$ cat config.mk
export PLATFORM = sky130hd
export DESIGN_NAME = game_session_fsm
export DESIGN_NICKNAME = d
export VERILOG_FILES = /design/src/rtl/game_session_fsm.sv
export SDC_FILE = /design/constraint.sdc
export NUM_CORES = 1
export LEC_CHECK = 0
export ABC_AREA = 1
export ABC_CLOCK_PERIOD_IN_PS = 2300
export BUFFER_PORTS_ARGS = -buffer_cell sky130_fd_sc_hd__buf_2
export CORE_MARGIN = 4
export CORE_UTILIZATION = 50
export CTS_CLUSTER_SIZE = 8
export DETAILED_ROUTE_END_ITERATION = 10
export GPL_TIMING_DRIVEN = 0
export PLACE_DENSITY = 0.73
export SYNTH_ARGS = -nofsm -noshare
export SYNTH_HDL_FRONTEND = slang
export SYNTH_SLANG_ARGS = --single-unit
$ cat constraint.sdc
create_clock -name clk -period 2.3 [get_ports clk]
set_clock_uncertainty 0.05 [all_clocks]
set_input_delay 0.23 -clock clk [delete_from_list [all_inputs] [get_ports clk]]
set_output_delay 0.23 -clock clk [all_outputs]
set_load 0.01 [all_outputs]
$ cat src/rtl/game_session_fsm.sv
// game_session_fsm
//   Multi-round session controller for the whack-a-mole game. Walks
//   IDLE -> COUNTDOWN -> PLAYING -> ROUND_END for NUM_ROUNDS rounds, then
//   GAME_OVER, with optional pause, a saturating session total, high-score
//   tracking and a round index. Every output is registered from the
//   next-state decision, so outputs line up with state_out.
// Ports:
//   clk, rst_n                  clock, synchronous active-low reset
//   btn_start/pause/clear_score/difficulty_pulse  one-cycle button pulses
//   difficulty_level_input      requested difficulty
//   countdown_sec, game_time_sec  seconds from the countdown / game timers
//   round_score                 current round score counter
//   enable_*/clear_*            submodule enables and clears
//   difficulty_level, round_idx, total_score, high_score, new_high
//   state_out, display_value    state code and 7-seg value
module game_session_fsm #(
  parameter int COUNTDOWN_SEC = 5,
  parameter int GAME_SEC      = 30,
  parameter int TIMER_W       = 6,
  parameter int SCORE_W       = 8,
  parameter int NUM_ROUNDS    = 3,
  parameter int ROUND_W       = 3,
  parameter int GAP_CYC       = 50000000,
  parameter int PAUSE_EN      = 1
) (
  input  logic               clk,
  input  logic               rst_n,
  input  logic               btn_start,
  input  logic               btn_pause,
  input  logic               btn_clear_score,
  input  logic               btn_difficulty_pulse,
  input  logic [1:0]         difficulty_level_input,
  input  logic [TIMER_W-1:0] countdown_sec,
  input  logic [TIMER_W-1:0] game_time_sec,
  input  logic [SCORE_W-1:0] round_score,
  output logic               enable_countdown,
  output logic               enable_game_timer,
  output logic               enable_score,
  output logic               enable_mole_ctrl,
  output logic               clear_countdown,
  output logic               clear_game_timer,
  output logic               clear_score,
  output logic [1:0]         difficulty_level,
  output logic [ROUND_W-1:0] round_idx,
  output logic [SCORE_W-1:0] total_score,
  output logic [SCORE_W-1:0] high_score,
  output logic               new_high,
  output logic [2:0]         state_out,
  output logic [SCORE_W-1:0] display_value
);

  localparam logic [2:0] S_IDLE = 3'd0;
  localparam logic [2:0] S_CD   = 3'd1;
  localparam logic [2:0] S_PLAY = 3'd2;
  localparam logic [2:0] S_PAUS = 3'd3;
  localparam logic [2:0] S_REND = 3'd4;
  localparam logic [2:0] S_OVER = 3'd5;
  localparam int GAP_W = (GAP_CYC > 1) ? $clog2(GAP_CYC) : 1;

  logic [2:0]         state_q, state_d;
  logic [GAP_W-1:0]   gap_q, gap_d;
  logic [ROUND_W-1:0] round_q, round_d;
  logic [SCORE_W-1:0] total_q, total_d, high_q, high_d, disp_q, disp_d;
  logic               new_high_q, new_high_d;
  logic [1:0]         diff_q, diff_d;
  logic               en_cd_q, en_cd_d, en_gt_q, en_gt_d, en_sc_q, en_sc_d, en_mc_q, en_mc_d;
  logic               clr_cd_q, clr_cd_d, clr_gt_q, clr_gt_d, clr_sc_q, clr_sc_d;

  logic               restart_s, menu_s, gap_last_s;
  logic [SCORE_W:0]   sum_s;
  logic [SCORE_W-1:0] sat_s;
  logic [TIMER_W-1:0] cd_rem_s;

  assign menu_s     = (state_q == S_IDLE) || (state_q == S_OVER);
  assign gap_last_s = (gap_q == GAP_W'(GAP_CYC - 1));
  assign sum_s      = {1'b0, total_q} + {1'b0, round_score};
  // Session total clamps at all-ones instead of wrapping.
  assign sat_s      = sum_s[SCORE_W] ? {SCORE_W{1'b1}} : sum_s[SCORE_W-1:0];
  assign cd_rem_s   = (countdown_sec >= TIMER_W'(COUNTDOWN_SEC)) ? {TIMER_W{1'b0}}
                    : (TIMER_W'(COUNTDOWN_SEC) - countdown_sec);

  // State and output registers.
  always_ff @(posedge clk) begin
    if (!rst_n) begin
      state_q    <= S_IDLE;
      gap_q      <= '0;
      round_q    <= '0;
      total_q    <= '0;
      high_q     <= '0;
      disp_q     <= '0;
      new_high_q <= 1'b0;
      diff_q     <= 2'd0;
      en_cd_q    <= 1'b0;
      en_gt_q    <= 1'b0;
      en_sc_q    <= 1'b0;
      en_mc_q    <= 1'b0;
      clr_cd_q   <= 1'b1;
      clr_gt_q   <= 1'b1;
      clr_sc_q   <= 1'b1;
    end else begin
      state_q    <= state_d;
      gap_q      <= gap_d;
      round_q    <= round_d;
      total_q    <= total_d;
      high_q     <= high_d;
      disp_q     <= disp_d;
      new_high_q <= new_high_d;
      diff_q     <= diff_d;
      en_cd_q    <= en_cd_d;
      en_gt_q    <= en_gt_d;
      en_sc_q    <= en_sc_d;
      en_mc_q    <= en_mc_d;
      clr_cd_q   <= clr_cd_d;
      clr_gt_q   <= clr_gt_d;
      clr_sc_q   <= clr_sc_d;
    end
  end

  // Next-state decision; btn_start beats timer expiry, which beats pause.
  always_comb begin
    state_d   = state_q;
    restart_s = 1'b0;
    case (state_q)
      S_IDLE, S_CD, S_PLAY, S_PAUS, S_REND, S_OVER: begin
        if (btn_start) begin
          state_d   = S_CD;
          restart_s = 1'b1;
        end else if (state_q == S_CD) begin
          state_d = (countdown_sec >= TIMER_W'(COUNTDOWN_SEC)) ? S_PLAY : S_CD;
        end else if (state_q == S_PLAY) begin
          if (game_time_sec >= TIMER_W'(GAME_SEC)) state_d = S_REND;
          else if ((PAUSE_EN != 0) && btn_pause) state_d = S_PAUS;
          else state_d = S_PLAY;
        end else if (state_q == S_PAUS) begin
          state_d = ((PAUSE_EN != 0) && btn_pause) ? S_PLAY : S_PAUS;
        end else if (state_q == S_REND) begin
          if (!gap_last_s) state_d = S_REND;
          else if (round_q < ROUND_W'(NUM_ROUNDS - 1)) state_d = S_CD;
          else state_d = S_OVER;
        end else begin
          state_d = state_q;
        end
      end
      default: state_d = S_IDLE;
    endcase
  end

  // Next values of all registered outputs and session bookkeeping.
  always_comb begin
    en_cd_d  = 1'b0;
    en_gt_d  = 1'b0;
    en_sc_d  = 1'b0;
    en_mc_d  = 1'b0;
    clr_cd_d = 1'b0;
    clr_gt_d = 1'b0;
    clr_sc_d = 1'b0;
    round_d  = round_q;
    total_d  = total_q;
    high_d   = high_q;
    new_high_d = new_high_q;
    diff_d   = diff_q;
    disp_d   = disp_q;
    gap_d    = ((state_q == S_REND) && (state_d == S_REND)) ? gap_q + GAP_W'(1) : '0;

    if (restart_s) begin
      round_d = '0;
      total_d = '0;
    end else if ((state_q == S_PLAY) && (state_d == S_REND)) begin
      total_d = sat_s;
    end else if ((state_q == S_REND) && (state_d == S_CD)) begin
      round_d = round_q + ROUND_W'(1);
    end else if (menu_s && btn_clear_score) begin
      total_d = '0;
    end else begin
      total_d = total_q;
    end

    if (menu_s && btn_clear_score) begin
      high_d     = '0;
      new_high_d = 1'b0;
    end else if ((state_q == S_REND) && (state_d == S_OVER)) begin
      if (total_q > high_q) begin
        high_d     = total_q;
        new_high_d = 1'b1;
      end else begin
        new_high_d = 1'b0;
      end
    end else if (state_d != S_OVER) begin
      new_high_d = 1'b0;
    end else begin
      new_high_d = new_high_q;
    end

    if (menu_s && btn_difficulty_pulse) diff_d = difficulty_level_input;
    else diff_d = diff_q;

    case (state_d)
      S_CD: begin
        en_cd_d  = 1'b1;
        clr_gt_d = 1'b1;
        clr_sc_d = 1'b1;
        // Countdown timer is cleared only on a fresh entry or a restart.
        clr_cd_d = (state_q != S_CD) || restart_s;
        disp_d   = SCORE_W'(cd_rem_s);
      end
      S_PLAY: begin
        en_gt_d = 1'b1;
        en_sc_d = 1'b1;
        en_mc_d = 1'b1;
        disp_d  = round_score;
      end
      S_PAUS: disp_d = round_score;
      S_REND: disp_d = total_d;
      S_OVER: disp_d = total_d;
      default: begin
        clr_cd_d = 1'b1;
        clr_gt_d = 1'b1;
        clr_sc_d = 1'b1;
        disp_d   = high_d;
      end
    endcase
  end

  assign enable_countdown  = en_cd_q;
  assign enable_game_timer = en_gt_q;
  assign enable_score      = en_sc_q;
  assign enable_mole_ctrl  = en_mc_q;
  assign clear_countdown   = clr_cd_q;
  assign clear_game_timer  = clr_gt_q;
  assign clear_score       = clr_sc_q;
  assign difficulty_level  = diff_q;
  assign round_idx         = round_q;
  assign total_score       = total_q;
  assign high_score        = high_q;
  assign new_high          = new_high_q;
  assign state_out         = state_q;
  assign display_value     = disp_q;

endmodule

==> results.toml <==
[run_status]
outcome = "finished clean"

[placement]
dpl_worst_slack_ns = -0.146
place.detailed.hpwl_mm = 7.28
place_congestion = 0.882
portBuffers = 65
place_inst = 717

[routing]
dr.first_iter.drc_count = 270
ant_nets = 0
drc = 0
dr.pass1.iters = 4
post_drt_via_cell_ratio = 5.03
vias = 3729
post_drt_wl_per_cell_um = 12.5
drt-total-wl_mm = 9.27

[sta]
setup_ws_ns = 0.180
timing.fmax_mhz = 472
hold-worst-slack_ns = 0.101
hold_viol = 0
period_needed_ns = 2.12
max-slew-margin-rel = 0.662
finalCritPeriodShare = 0.922
worst_slew_pin_slew_ns = 0.507
rsz0062_at_grt = "yes"
maxSlewViolCount = 0
setup_viol = 0

[synthesis]
yosysSeqAreaShare = 0.337
syn_area_per_cell_um2 = 6.77
syn_area_mm2 = 0.00374
synthFlopType = "dfxtp_1"
synth_top_area_share = 0.337
synthCells = 553
synthArstFlopShare = 0
synthTopCellsByArea = "dfxtp_1 (34%), nand2_1 (15%), nor2_1 (7.9%)"
synth_warnings = 0
synth.most_common_cell = "nand2_1"
post_synth_num_cell_types = 40
synthesis.nets = 602
ys_ff_latch = 63
synth_top_area_cell = "dfxtp_1"
synth_edf_count = 0
yosys-top-cells-count = "nand2_1 (145), nor2_1 (79), inv_1 (76)"

[critical_path]
crit_path_max_incr_delay_ns = 0.33
cp_max_fo = 10
critPathBufInv = 2
r2r-start = "gap_q[0]"
required_ns = 2.48
crit_type = "register to register"
endpoint_kind = "register"
critical_path.most_common_cell = "nand2_1"
path_cells = "ha_1, nand2_1, nor2_2, nand2_1, nor2_2, nand3_1, nand2_1, a21oi_4, buf_2, nand4_1, nand4_1, nand2_1, nand2_1, inv_1"
start_kind = "register"
cp.arrival_ns = 2.30
worst_path_dominant_cell_family = "simple AND/OR/NAND/NOR gates"
crit_start = "gap_q[0]"
critPathSlowestCell = "dfxtp_2"

[cells_and_area]
multi_input_area_mm2 = 0.00216
drive_above_1_share = 0.238
final_nets = 686
fin_util = 0.623
seqCellArea_mm2 = 0.00127
fillers = 696
n_antenna_cell = 0
final_cells = 741
areaGrowthSynthToFinish_pct = 20.8

[clock_tree]
cts_inserted_buffers = 9
numClockSinks = 63
cts_hold_buf = 0
path_clk_slew_ns = 0.07
htree_levels = 3
clkLatencyLatePin_ns = 0.34
cts_tree = "built"
root_buffer = "clkbuf_8"
clockBufferDepth = 2

[power]
switching_power_uw = 578
powerDensity_mw_per_mm2 = 511
p_comb_frac = 0.111
swShare = 0.250
pwr-share-seq = 0.485
p_leak_uw = 0.00226
pwr-share-clk = 0.404
finalPower_uw = 2310
ir_drop_v = 0.000391
intPower_uw = 1730

[global_routing]
antenna_found_initial = 0
grt_first_pass_wirelength_mm = 15.4
overflow = 0
grt_pass1_vias = 3397
grt_start_max_net_pins = 11
grt_usage = 0.219

[flow_run]
cap_violations = 0

[min_path]
hold_start = "difficulty_level_input[1]"
hold_path_class = "primary input to register"

[die]
pin_count = 68
die_w_um = 94.5
die_y_um = 94.5
placementRows = 31
dieArea_mm2 = 0.00893
start_util = 0.516
core_mm2 = 0.00725
==> worst reg2reg max path: stages, from the launching register on <==
cell and delay (ns):
dfxtp_2 0.33, ha_1 0.20, nand2_1 0.10, nor2_2 0.05, nand2_1 0.08, nor2_2 0.04, nand3_1 0.09, nand2_1 0.09
a21oi_4 0.26, buf_2 0.26, nand4_1 0.15, nand4_1 0.12, nand2_1 0.08, nand2_1 0.07, inv_1 0.04
==> per-layer routing <==
layer | global-route usage | vias up | share of wire
met2 | 0.345 | 99 | 0.45
met4 | 0.0541 | 0 | 0.010
met1 | 0.295 | 1683 | 0.47
met5 | 0 | - | 0
met3 | 0.0653 | 10 | 0.070
li1 | - | 1937 | -
==> logic make-up (layout without fill, tap and decap cells) <==
kind of cell | after synthesis | in the layout | synth area share
AND/OR/NAND/NOR | 316 | 316 | 0.385
adder cells (fa/ha/maj) | 21 | 21 | 0.0722
AO/OA/AOI/OAI | 48 | 48 | 0.0763
flip-flops | 63 | 63 | 0.337
buffers and inverters | 93 | 182 | 0.101
XOR/XNOR | 12 | 12 | 0.0281
==> cell usage in the layout (no fill, tap or decap), drive strengths merged <==
cell / count
nor3b: 4
xor2: 11
xnor2: 1
o21bai: 1
a211oi: 1
o2111ai: 1
clkinv: 1
o211ai: 2
inv: 80
clkbuf: 16
bufinv: 1
nor2: 86
a31oi: 2
or2: 5
nor3: 7
nor4: 4
o21a: 2
buf: 83
nand3: 33
ha: 20
clkinvlp: 1
o22ai: 1
o21ai: 10
a21oi: 28
nand4: 26
dfxtp: 63
fa: 1
nand2: 151
==> state kept, by name, summed over array words and instances, names as in the netlist <==
signal and flops:
clear_countdown 1, new_high 1, clear_score 1, difficulty_level 2, enable_countdown 1, gap_q 26, total_score 8, high_score 8
round_idx 3, enable_mole_ctrl 1, display_value 8, state_out 3
==> per-stage QoR <==
step | area, um2 | setup TNS [ns]
4_1_cts | 4410 | 0
6_report | 4520 | 0
3_5_place_dp | 4190 | -0.587
5_1_grt | 4520 | -0.0511
2_1_floorplan | 3740 | 0
3_3_place_gp | 4190 | -0.120
==> final cells by class <==
| class | count | share of cell area |
|---|---|---|
| flip-flops and latches | 63 | 0.281 |
| clock inverters | 3 | 0.00941 |
| well taps | 99 | 0.0274 |
| multi-input cells | 397 | 0.479 |
| repair buffers | 73 | 0.0853 |
| inverters | 80 | 0.0664 |
| clock buffers | 13 | 0.0329 |
| plain buffers | 13 | 0.0185 |
==> power by group through the flow <==
| stage | clock network, uW | logic [uW] | registers (uW) |
|---|---|---|---|
| 4_1_cts | 957 | 245 | 1120 |
| 5_1_grt | 1020 | 290 | 1120 |
| 6_report | 933 | 257 | 1120 |
| 2_1_floorplan | 0 | 145 | 1150 |
| 3_5_place_dp | 0 | 240 | 1140 |
| 3_3_place_gp | 0 | 236 | 1140 |
==> path summary, 6_finish.rpt <==
path	to	slack, ns	cells past startpoint
worst max-delay path	display_value[3]	0.18	14
worst min-delay path	difficulty_level[1]	0.10	3
worst max register to register	display_value[3]	0.18	14
worst min register to register	gap_q[0]	0.38	1
==> repair_timing <==
item	4_1_cts	5_1_grt
endpoints found under the setup margin	8	43
buffers inserted	3	5
pin swaps	1	4
gates resized for setup	2	29
No activity file was read; power rests on OpenSTA's default activity.
